[config.mk]
export PLATFORM = sky130hd
export DESIGN_NAME = stack_ctrl
export DESIGN_NICKNAME = d
export VERILOG_FILES = /design/src/rtl/stack_ctrl.sv
export SDC_FILE = /design/constraint.sdc
export NUM_CORES = 1
export LEC_CHECK = 0
export BUFFER_PORTS_ARGS = -buffer_cell sky130_fd_sc_hd__clkbuf_2
export CORE_ASPECT_RATIO = 0.8
export CORE_MARGIN = 5
export CORE_UTILIZATION = 25
export DETAILED_ROUTE_END_ITERATION = 6
export REMOVE_ABC_BUFFERS = 1
export SYNTH_ARGS = -nofsm -noshare
export SYNTH_HDL_FRONTEND = slang
export SYNTH_SLANG_ARGS = --single-unit
[constraint.sdc]
create_clock -name clk -period 5.4 [get_ports clk]
set_clock_uncertainty 0.2 [all_clocks]
set_input_delay 0.27 -clock clk [delete_from_list [all_inputs] [get_ports clk]]
set_output_delay 0.27 -clock clk [all_outputs]
set_load 0.05 [all_outputs]
[src/rtl/stack_ctrl.sv]
// Sequencer for the N-deep 16-bit data stack: one command at a time, depth tracking, sticky errors.
// Optional MUL opcode (13) is enabled by defining STACK_CTRL_MUL_EN; otherwise opcode 13 is illegal.
module stack_ctrl #(
    parameter int N  = 8,
    parameter int DW = 4
) (
    input  logic          clk,
    input  logic          reset,
    input  logic          cmd_valid,
    output logic          cmd_ready,
    input  logic [3:0]    cmd_op,
    input  logic [15:0]   cmd_imm,
    input  logic [15:0]   qtop,
    input  logic [15:0]   qnext,
    output logic          stk_load,
    output logic          stk_push,
    output logic          stk_pop,
    output logic [15:0]   stk_d,
    output logic [DW-1:0] depth,
    output logic          empty,
    output logic          full,
    output logic          done,
    output logic          err,
    output logic [1:0]    err_code
);

    typedef enum logic [1:0] {IDLE, EXEC, SWAP2} state_t;

    localparam logic [3:0] OP_NOP    = 4'd0;
    localparam logic [3:0] OP_PUSHI  = 4'd1;
    localparam logic [3:0] OP_DROP   = 4'd2;
    localparam logic [3:0] OP_DUP    = 4'd3;
    localparam logic [3:0] OP_SWAP   = 4'd4;
    localparam logic [3:0] OP_OVER   = 4'd5;
    localparam logic [3:0] OP_ADD    = 4'd6;
    localparam logic [3:0] OP_SUB    = 4'd7;
    localparam logic [3:0] OP_AND    = 4'd8;
    localparam logic [3:0] OP_OR     = 4'd9;
    localparam logic [3:0] OP_XOR    = 4'd10;
    localparam logic [3:0] OP_NOT    = 4'd11;
    localparam logic [3:0] OP_CLRERR = 4'd12;
`ifdef STACK_CTRL_MUL_EN
    localparam logic [3:0] OP_MUL    = 4'd13;
`endif

    localparam logic [DW-1:0] DEPTH_MAX = DW'(N);
    localparam logic [DW-1:0] DEPTH_ONE = DW'(1);

    typedef struct packed {
        logic        legal;
        logic [1:0]  need;
        logic        grow;
        logic        inc;
        logic        dec;
        logic        load;
        logic        push;
        logic        pop;
        logic        swap;
        logic        clr;
        logic [15:0] d;
    } dec_t;

    state_t      state;
    dec_t        dc;
    logic        under, over, bad;
    logic [1:0]  ecode;
    logic [15:0] tmp;
    logic        x_inc, x_dec, x_err, x_clr, x_swap;
    logic [1:0]  x_code;

    assign cmd_ready = (state == IDLE);
    assign empty     = (depth == '0);
    assign full      = (depth == DEPTH_MAX);

    always_comb begin
        dc       = '0;
        dc.legal = 1'b1;
        case (cmd_op)
            OP_NOP:    ;
            OP_PUSHI:  begin dc.grow = 1'b1; dc.inc = 1'b1; dc.load = 1'b1; dc.push = 1'b1; dc.d = cmd_imm; end
            OP_DROP:   begin dc.need = 2'd1; dc.dec = 1'b1; dc.pop = 1'b1; end
            OP_DUP:    begin dc.need = 2'd1; dc.grow = 1'b1; dc.inc = 1'b1; dc.push = 1'b1; end
            // SWAP first collapses next out from under top (A,B,C -> A,C), then SWAP2 inserts B on top.
            OP_SWAP:   begin dc.need = 2'd2; dc.swap = 1'b1; dc.load = 1'b1; dc.pop = 1'b1; dc.d = qtop; end
            OP_OVER:   begin dc.need = 2'd2; dc.grow = 1'b1; dc.inc = 1'b1; dc.load = 1'b1; dc.push = 1'b1; dc.d = qnext; end
            OP_ADD:    begin dc.need = 2'd2; dc.dec = 1'b1; dc.load = 1'b1; dc.pop = 1'b1; dc.d = qnext + qtop; end
            OP_SUB:    begin dc.need = 2'd2; dc.dec = 1'b1; dc.load = 1'b1; dc.pop = 1'b1; dc.d = qnext - qtop; end
            OP_AND:    begin dc.need = 2'd2; dc.dec = 1'b1; dc.load = 1'b1; dc.pop = 1'b1; dc.d = qnext & qtop; end
            OP_OR:     begin dc.need = 2'd2; dc.dec = 1'b1; dc.load = 1'b1; dc.pop = 1'b1; dc.d = qnext | qtop; end
            OP_XOR:    begin dc.need = 2'd2; dc.dec = 1'b1; dc.load = 1'b1; dc.pop = 1'b1; dc.d = qnext ^ qtop; end
            OP_NOT:    begin dc.need = 2'd1; dc.load = 1'b1; dc.d = ~qtop; end
            OP_CLRERR: dc.clr = 1'b1;
`ifdef STACK_CTRL_MUL_EN
            OP_MUL:    begin dc.need = 2'd2; dc.dec = 1'b1; dc.load = 1'b1; dc.pop = 1'b1; dc.d = qnext * qtop; end
`endif
            default:   dc.legal = 1'b0;
        endcase
    end

    always_comb begin
        under = dc.legal && (depth < DW'(dc.need));
        over  = dc.legal && dc.grow && (depth >= DEPTH_MAX);
        bad   = !dc.legal || under || over;
        ecode = !dc.legal ? 2'd3 : (under ? 2'd1 : 2'd2);
    end

    always_ff @(posedge clk or negedge reset) begin
        if (!reset) begin
            state    <= IDLE;
            depth    <= '0;
            err      <= 1'b0;
            err_code <= 2'd0;
            done     <= 1'b0;
            stk_load <= 1'b0;
            stk_push <= 1'b0;
            stk_pop  <= 1'b0;
            stk_d    <= '0;
            tmp      <= '0;
            x_inc    <= 1'b0;
            x_dec    <= 1'b0;
            x_err    <= 1'b0;
            x_clr    <= 1'b0;
            x_swap   <= 1'b0;
            x_code   <= 2'd0;
        end else begin
            case (state)
                IDLE: begin
                    done <= 1'b0;
                    if (cmd_valid) begin
                        state    <= EXEC;
                        x_err    <= bad;
                        x_code   <= ecode;
                        x_clr    <= dc.clr;
                        x_swap   <= dc.swap & ~bad;
                        x_inc    <= dc.inc & ~bad;
                        x_dec    <= dc.dec & ~bad;
                        if (dc.swap) tmp <= qnext;
                        // A rejected command still occupies EXEC, but with every strobe held low.
                        stk_load <= dc.load & ~bad;
                        stk_push <= dc.push & ~bad;
                        stk_pop  <= dc.pop & ~bad;
                        stk_d    <= bad ? 16'h0 : dc.d;
                    end
                end
                EXEC: begin
                    if (x_inc)      depth <= depth + DEPTH_ONE;
                    else if (x_dec) depth <= depth - DEPTH_ONE;
                    if (x_clr) begin
                        err      <= 1'b0;
                        err_code <= 2'd0;
                    end else if (x_err) begin
                        err <= 1'b1;
                        if (err_code == 2'd0) err_code <= x_code;
                    end
                    if (x_swap) begin
                        state    <= SWAP2;
                        stk_load <= 1'b1;
                        stk_push <= 1'b1;
                        stk_pop  <= 1'b0;
                        stk_d    <= tmp;
                    end else begin
                        state    <= IDLE;
                        done     <= 1'b1;
                        stk_load <= 1'b0;
                        stk_push <= 1'b0;
                        stk_pop  <= 1'b0;
                        stk_d    <= '0;
                    end
                end
                SWAP2: begin
                    state    <= IDLE;
                    done     <= 1'b1;
                    stk_load <= 1'b0;
                    stk_push <= 1'b0;
                    stk_pop  <= 1'b0;
                    stk_d    <= '0;
                end
                default: state <= IDLE;
            endcase
        end
    end

endmodule

# Word-level counts from Yosys, hierarchy flattened
# Cells that the tools add are included.
[totals]
regBits = 52
input_bits = 55
out_inout_bits = 30
word_cells = 116
[classes]
add_sub_neg = 4
n_lt_le_gt_ge = 2
eq_ne = 17
mux = 35
bitwise = 11
n_reduce_logical = 31
[op_table]
columns = ["cell", "count"]
rows = [
  ["$pmux W16 S9", 1],
  ["$mux W16", 3],
  ["$pmux W16 S3", 1],
  ["$eq A4 B4 Y1 const B", 6],
  ["$add A16 B16 Y16", 1],
  ["$and A16 B16 Y16", 1],
  ["$eq A4 B3 Y1 const B", 4],
  ["$mux W2", 8],
  ["$not A16 Y16", 1],
  ["$or A16 B16 Y16", 1],
  ["$sub A16 B16 Y16", 1],
  ["$xor A16 B16 Y16", 1],
  ["$mux W1", 14],
  ["$reduce_or A7 Y1", 2],
  ["$reduce_or A13 Y1", 1],
  ["$reduce_and A2 Y1", 6],
  ["$pmux W1 S3", 3],
  ["$reduce_or A9 Y1", 1],
  ["$eq A4 B2 Y1 const B", 2],
  ["$logic_not A4 Y1", 2],
  ["$mux W4", 2],
  ["$pmux W2 S2", 2],
  ["$reduce_bool A2 Y1", 4],
  ["$and A1 B1 Y1", 6],
  ["19 further kinds", 26],
]

# Logic depth before layout (Yosys ltp)
# Gate-level depths: netlist of run 1.
[logic_depth]
word_depth = 11
ltp_mapped = 14
ltp_nobuf = 12

# Worst setup path before layout of run 1
# OpenSTA, ideal clock, no wires.
[synth_path]
path_kind = "in2reg"
from = "input cmd_op[3]"
to = "register stk_d[13]"
setup_time_ns = 0.069
arrival_time_ns = 3.312
t_required_ns = 5.131
setup_slack_ns = 1.819
cell_stages = 14
path_buffers = 2
cell_sequence = "clkbuf_1 > nor2b_1 > clkbuf_1 > nand3_1 > nor2_1 > a21o_1 > inv_1 > ha_1 > nor2b_1 > o31a_1 > o31ai_1 > a21oi_1 > or4b_1 > nand3_1"
[synth_via]
elab_chain_len = 10
elab_cells_between_ends = 31
classes_between = "order compare: 1; eq/ne: 12; mux: 7; reduce/logical: 11"
[synth_rtl]
columns = ["item", "line", "source"]
rows = [
  ["start: declaration", "11", "input logic [3:0] cmd_op,"],
  ["$eq A4 B4 Y1, or another cell as far along", "78", "case (cmd_op)"],
  ["$reduce_or A7 Y1 (no source line) or $reduce_or A3 Y1 (tied branches)", "--", ""],
  ["$pmux W2 S2", "78", ""],
  ["$lt A4 B2 Y1", "101", "under = dc.legal && (depth < DW'(dc.need));"],
  ["$logic_and A1 B1 Y1", "101", ""],
  ["$logic_or A1 B1 Y1 (2 in a row)", "103", "bad = !dc.legal || under || over;"],
  ["$mux W16 *", "142", "stk_d <= bad ? 16'h0 : dc.d;"],
  ["$mux W16 *", "129", "if (cmd_valid) begin"],
  ["$pmux W16 S3 *", "126", "case (state)"],
  ["end signal: assignment", "142", ""],
  ["end signal: assignment", "160", "stk_d <= tmp;"],
  ["end: declaration", "18", "output logic [15:0] stk_d,"],
]
# Mark *: on every way between the ends. The rest lies on a longest branch, timed or not. The select of a mux whose other input is x is not followed.
# A chain may end at the register's enable or synchronous reset.

# Final worst setup path of run 1
[layout_path]
from = "input cmd_op[3]"
to = "register stk_d[10]"
# Same word-level chain as after synthesis.

==> results by group, run 1 <==
Outcome
  – Status: finished clean

Placement
  – # placed instances: 962
  – Routability cong.: 0.9573
  – Place WS: 1454 ps
  – HPWL after DPL: 14.89 mm
  – IO Port Bufs: 84

Logic synthesis
  – Synth Area per Inst: 7.994 µm²
  – Ys async rst share: 100.0%
  – Synth Flop Type: dfrtp_1
  – Synth Warn #: 0
  – Gate Count Post-Synth: 635
  – Seq/Total Area, Yosys: 25.63%
  – Number of synthesized flops with an enable pin: 0
  – Mapped cell area: 5076 µm²
  – Register bit total from synthesis: 52
  – Synth unique cells: 65

Setup path
  – Crit path required time: 5400 ps
  – Peak fanout along the critical path: 20
  – Kind of start point of the critical path: input port
  – Setup CP Type: in -> reg
  – Arrival time worst endpoint: 3690 ps
  – Crit path capture type: flop

Routing
  – Final WL: 19.45 mm
  – DRT iter0 DRCs: 541
  – Post-route ant nets: 0
  – Drt drc: 0
  – Vias/cell: 5.416
  – Vias: 5264
  – Routed len/inst: 20.01 µm
  – Drt pass-1 iters: 6

STA
  – Min Tclk post-route: 3691 ps
  – Hold Fails Final Rpt: 0
  – Final period util: 68.35%
  – Worst slew pin tran: 1101 ps
  – Fmax: 0.2709 GHz
  – Final worst slack: 1709 ps
  – Max-slew violations: 0
  – RSZ-0062 raised after global routing: no
  – TNS Setup: 0 ps
  – Setup Viol. Count Final: 0
  – Rel. slew slack: 26.01%

Pwr
  – VDD IR max: 0.2082 mV
  – Pleak: 2.738 nW
  – Pwr Density: 362.6 nW/µm²

Die
  – Placeable core region: 19910 µm²
  – Initial Util: 25.49%
  – # rows: 46
  – Die Wd: 169.3 µm
  – Die ar.: 23270 µm²
  – Die Y: 137.5 µm
  – I/O pin count: 85

GRT
  – Met2 Track Usage GR: 23.98%
  – Met1 Resource Use GR: 25.36%
  – Total grt overflow: 0
  – First-pass GRT wire length: 29.97 mm
  – Met3 Use GR: 3.442%
  – Vias in the first global route: 5115
  – All-layer global routing usage: 16.55%
  – Initial antenna violation count: 0
  – Grt peak-use layer: met1
  – Largest net degree at the start of global routing: 53

CTS
  – H-tree Lvls: 2
  – CTS-repair resized insts: 0
  – Clock buffer depth: 2
  – CTS Buf Count: 5
  – Clock Sinks: 52
  – Clock transition at path regs: 80 ps
  – Clock root buffer: clkbuf_16
  – Skew-Pair Late Insertion Delay: 310 ps
  – CTS tree: yes

Min path
  – Hold Crit Class: in -> reg

Layout
  – Commonest non-fill, non-tap cells in the layout: clkbuf_2, nand2_1, ha_1
  – Nets@finish: 817
  – Non-Filler Instances: 972
  – Most common cell after layout, fill and taps aside: clkbuf_2
  – Share of layout cells above drive strength 1: 17.82%
  – Synth-to-Final Area Change: 17.35%

Job
  – MaxCap Viol Count: 0
==> cells in the mapped netlist (5+ instances only) <==
cell | count | share of area (%)
nand2_1 | 70 | 5.2
ha_1 | 54 | 13
dfrtp_1 | 52 | 26
a21oi_1 | 49 | 4.8
nor2_1 | 45 | 3.3
inv_1 | 44 | 3.3
o21ai_0 | 38 | 3.7
clkbuf_1 | 25 | 1.8
xnor2_1 | 20 | 3.5
o21ai_1 | 15 | 1.5
o22ai_1 | 15 | 1.8
a31oi_1 | 12 | 1.5
mux2i_1 | 12 | 2.4
nand3_1 | 12 | 1.2
nor3_1 | 12 | 1.2
nor2b_1 | 11 | 1.4
nand2b_1 | 10 | 1.2
a21o_1 | 9 | 1.3
a221oi_1 | 9 | 1.6
a22oi_1 | 9 | 1.3
mux2_2 | 7 | 1.6
a211oi_1 | 6 | 0.89
a22o_1 | 6 | 1.0
a41oi_1 | 5 | 0.86
nand4_1 | 5 | 0.62
o21a_1 | 5 | 0.74
o31ai_1 | 5 | 0.74
==> worst max-delay path, stage by stage <==
cell	delay (ps)
clkbuf_2	270
nand2b_1	440
nor2_1	620
a41oi_1	130
xnor2_1	170
ha_1	370
a21oi_1	220
o21ai_0	140
o21ai_1	450
a21boi_1	160
mux2i_1	140
a221oi_1	310
==> area by class of cell <==
| type | count | area (µm²) |
|---|---|---|
| tap | 264 | 330.3 |
| clock inverter | 3 | 28.78 |
| inverter | 46 | 172.7 |
| clock buffer | 5 | 125.1 |
| fill | 2237 | 13960 |
| multi-input combinational | 504 | 3476 |
| timing repair buffer | 97 | 520.5 |
| antenna | 1 | 2.502 |
| sequential | 52 | 1301 |
==> report_power, final <==
group | internal (mW) | leakage [nW] | total (mW) | switching [mW]
Combinational | 0.344 | 2.00 | 1.14 | 0.793
Sequential | 0.536 | 0.663 | 0.659 | 0.123
Clock | 0.180 | 0.0767 | 0.364 | 0.184
Total | 1.06 | 2.74 | 2.16 | 1.10
==> path summary, 6_finish.rpt <==
path | from | end | slack (ps) | depth (start not counted)
max | cmd_op[3] | stk_d[10] | 1710 | 12
min | qnext[15] | tmp[15] | 60 | 3
max reg2reg | state[0] | stk_d[10] | 2700 | 5
min reg2reg | stk_load | stk_load | 270 | 2
max in group asynchronous | reset | tmp[6] | 4070 | 3
min in group asynchronous | reset | err | 440 | 3
==> metal layers <==
| metal | vias up | wire length [µm] |
|---|---|---|
| met5 | - | 0 |
| met4 | 0 | 192 |
| met3 | 21 | 1635 |
| met2 | 247 | 8023 |
| met1 | 2512 | 9599 |
| li1 | 2484 | - |
==> cells by family after synthesis <==
family	share of synthesized area (%)
compound gates	28.27
simple gates	17.62
buf+inv	5.940
fa+ha+maj	14.10
flops	25.63
xor+xnor	3.623
mux	4.807
==> sequential cells by signal, indices dropped and copies added, names as in the netlist <==
signal    cells
depth         4
done          1
err           1
err_code      2
state         2
stk_d        16
stk_load      1
stk_pop       1
stk_push      1
tmp          16
x_clr         1
x_code        2
x_dec         1
x_err         1
x_inc         1
x_swap        1
==> per-stage QoR <==
step	power [mW]	utilization (%)	hold WS (ps)	cell area, µm²
2_1_floorplan	1.441	-	-225.6	4947
5_1_grt	2.305	29.90	68.28	5954
4_1_cts	2.167	29.90	51.52	5954
6_report	2.160	29.91	56.19	5957
3_5_place_dp	1.798	29.08	262.7	5791
3_3_place_gp	1.790	29.08	255.3	5791
==> what timing repair did <==
action,CTS,global route
endpoints found under the hold margin,52,0
hold buffers,1,0
setup endpoints to repair,0,0
setup buffers,0,0
(Power assumes the default switching activity.)
==> run 2, diff against run 1 <==
==> constraint.sdc (replaced) <==
create_clock -name clk -period 3.2 [get_ports clk]
set_clock_uncertainty 0.2 [all_clocks]
set_input_delay 0.16 -clock clk [delete_from_list [all_inputs] [get_ports clk]]
set_output_delay 0.16 -clock clk [all_outputs]
set_load 0.05 [all_outputs]
==> run 2 against run 1 <==
- clock power up 64%
- sequential share of layout area fell by 1.8 points
- register-to-register slack got worse by 1900 ps
- sequential cell count is the same
- critical endpoint is now stk_d[14]
==> results by group, run 2 (same netlist as run 1, synthesis figures left out) <==
Outcome
  – Status: finished clean (unchanged)

STA
  – Max-slew violations: 0 (unchanged)
  – Fmax: 0.3299 GHz
  – Worst slew pin tran: 530.8 ps (was 1101 ps)
  – Rel. slew slack: 63.70% (was 26.01%)
  – RSZ-0062 raised after global routing: no (unchanged)
  – Hold Fails Final Rpt: 0 (unchanged)
  – Min Tclk post-route: 3031 ps
  – Final period util: 94.73%
  – Hold Slack: 11.13 ps (was 56.19 ps)
  – Setup Viol. Count Final: 0 (unchanged)

Layout
  – Synth-to-Final Area Change: 27.93% (was 17.35%)
  – Final design utilization: 32.61% (was 29.91%)
  – Design Area, Final: 6494 µm² (was 5957 µm²)
  – Commonest non-fill, non-tap cells in the layout: clkbuf_2, nand2_1, buf_4 (was clkbuf_2, nand2_1, ha_1)
  – Biggest regs: stk_d (16), tmp (16), depth (4) (unchanged)
  – Share of layout cells above drive strength 1: 23.87% (was 17.82%)
  – Ant. Diodes: 0 (was 1)
  – Most common cell after layout, fill and taps aside: clkbuf_2 (unchanged)
  – Nets@finish: 885 (was 817)

Placement
  – HPWL after DPL: 15.65 mm (was 14.89 mm)
  – Routability cong.: 0.9228 (was 0.9573)
  – IO Port Bufs: 84 (unchanged)
  – Post-DP Area: 6226 µm² (was 5791 µm²)

CTS
  – Clock root buffer: clkbuf_16 (unchanged)
  – Post-CTS Setup Repair Bufs: 0 (unchanged)
  – Clock buffer depth: 2 (unchanged)
  – Clock transition at path regs: 80 ps (about the same)
  – H-tree Lvls: 2 (unchanged)
  – Clock Sinks: 52 (unchanged)
  – Skew-Pair Late Insertion Delay: 310 ps (about the same)
  – CTS tree: yes (unchanged)
  – CTS Buf Count: 5 (unchanged)

GRT
  – All-layer global routing usage: 16.85% (was 16.55%)
  – Vias in the first global route: 5278 (was 5115)
  – First-pass GRT wire length: 30.67 mm (was 29.97 mm)
  – Largest net degree at the start of global routing: 33 (was 53)
  – Initial antenna violation count: 0 (unchanged)
  – Total grt overflow: 0 (unchanged)

Die
  – Die ar.: 23270 µm² (unchanged)
  – Die Y: 137.5 µm (unchanged)
  – Die Wd: 169.3 µm (unchanged)
  – # rows: 46 (unchanged)
  – Placeable core region: 19910 µm² (unchanged)
  – Initial Util: 25.49% (unchanged)
  – I/O pin count: 85 (unchanged)

Routing
  – Post-route ant nets: 0 (unchanged)
  – Routed len/inst: 18.73 µm (was 20.01 µm)
  – Metal-1 WL: 9.461 mm (was 9.599 mm)
  – Vias/cell: 5.197 (was 5.416)
  – Drt pass-1 iters: 5 (was 6)
  – Top Metal Used: met4 (unchanged)
  – Vias: 5400 (was 5264)
  – DRT iter0 DRCs: 474 (was 541)
  – Final WL: 19.46 mm (was 19.45 mm)
  – Drt drc: 0 (unchanged)
  – WL met3: 1.802 mm (was 1.635 mm)
  – Detail Route met2 WL: 7.839 mm (was 8.023 mm)

Setup path
  – Kind of start point of the critical path: input port (unchanged)
  – Peak fanout along the critical path: 6 (was 20)
  – Crit path required time: 3200 ps (was 5400 ps)
  – Cell Chain, Critical Path: clkbuf_2, or4_4, or4_4, o41ai_2, xnor2_1, ha_1, nand2_1, o21a_1, o31a_1, a31oi_1, xnor2_1, o31ai_1 (was clkbuf_2, nand2b_1, nor2_1, a41oi_1, xnor2_1, ha_1, a21oi_1, o21ai_0, o21ai_1, a21boi_1, mux2i_1, a221oi_1)
  – Buffers and inverters on the worst path: 1 (unchanged)
  – Arrival time worst endpoint: 3040 ps (was 3690 ps)
  – Max stage delay cell, worst path: or4_4 (was nor2_1)
  – Slowest stage delay, CP: 570 ps (was 620 ps)
  – Crit path capture type: flop (unchanged)
  – CP top delay family: simple AND/OR/NAND/NOR gates (was compound AO/OA/AOI/OAI gates)
  – Setup CP Type: in -> reg (unchanged)

Job
  – MaxCap Viol Count: 0 (unchanged)

Pwr
  – Pleak: 3.062 nW (was 2.738 nW)
  – VDD IR max: 0.2830 mV (was 0.2082 mV)
  – Pwr Density: 576.3 nW/µm² (was 362.6 nW/µm²)

Min path
  – Hold Crit Class: in -> reg (unchanged)
[run 2: repair_timing]
action                     CTS  global route
hold buffers                11             0
setup endpoints to repair    0             2
gates resized for setup      0             1
hold endpoints to repair    62             0
[run 2: final timing paths]
check / start / slack (ps) / end / cells past startpoint
setup / recovery: qtop[3] / 170 / stk_d[14] / 12
hold / removal: qnext[1] / 10 / tmp[1] / 3
setup reg to reg: depth[1] / 760 / stk_d[15] / 7
hold reg to reg: stk_load / 270 / stk_load / 2
max in group asynchronous: reset / 2210 / stk_d[4] / 3
min in group asynchronous: reset / 20 / err_code[1] / 2
[run 2: area by class of cell]
class,instances,area [µm²]
multi-input cells,504,3480
flip-flops and latches,52,1301
well taps,264,330.3
fillers,2195,13420
clock inverters,3,28.78
inverters,46,172.7
clock buffers,5,125.1
repair buffers,165,1056
[run 2: tightest hold or removal path: cells and delay by family]
family	cells	cell delay, ps
AOI/OAI and AO/OA	1	80
buffers and inverters	2	240
[run 2: per-stage QoR]
step	TNS (ps)	setup slack, ps	cells	total power [mW]
floorplan	-188.7	-188.7	602	2.432
global placement	-73.29	-56.45	1020	3.125
detailed placement	-180.6	-124.4	1020	3.143
CTS	0	199.7	1039	3.763
global route	0	36.60	1039	4.008
finish	0	168.7	1039	3.742
[run 2: power breakdown]
part | switching, mW | leakage (nW) | total, mW | internal [mW]
clock network | 0.295 | 0.0767 | 0.597 | 0.303
registers | 0.199 | 0.663 | 1.10 | 0.905
logic | 1.36 | 2.32 | 2.04 | 0.680
total | 1.85 | 3.06 | 3.74 | 1.89
[run 2: routing by layer]
| metal | vias up | global-route usage, % |
|---|---|---|
| li1 | 2608 | - |
| met1 | 2532 | 25.42 |
| met2 | 232 | 24.42 |
| met3 | 28 | 3.701 |
| met4 | 0 | 3.710 |
| met5 | - | 0 |
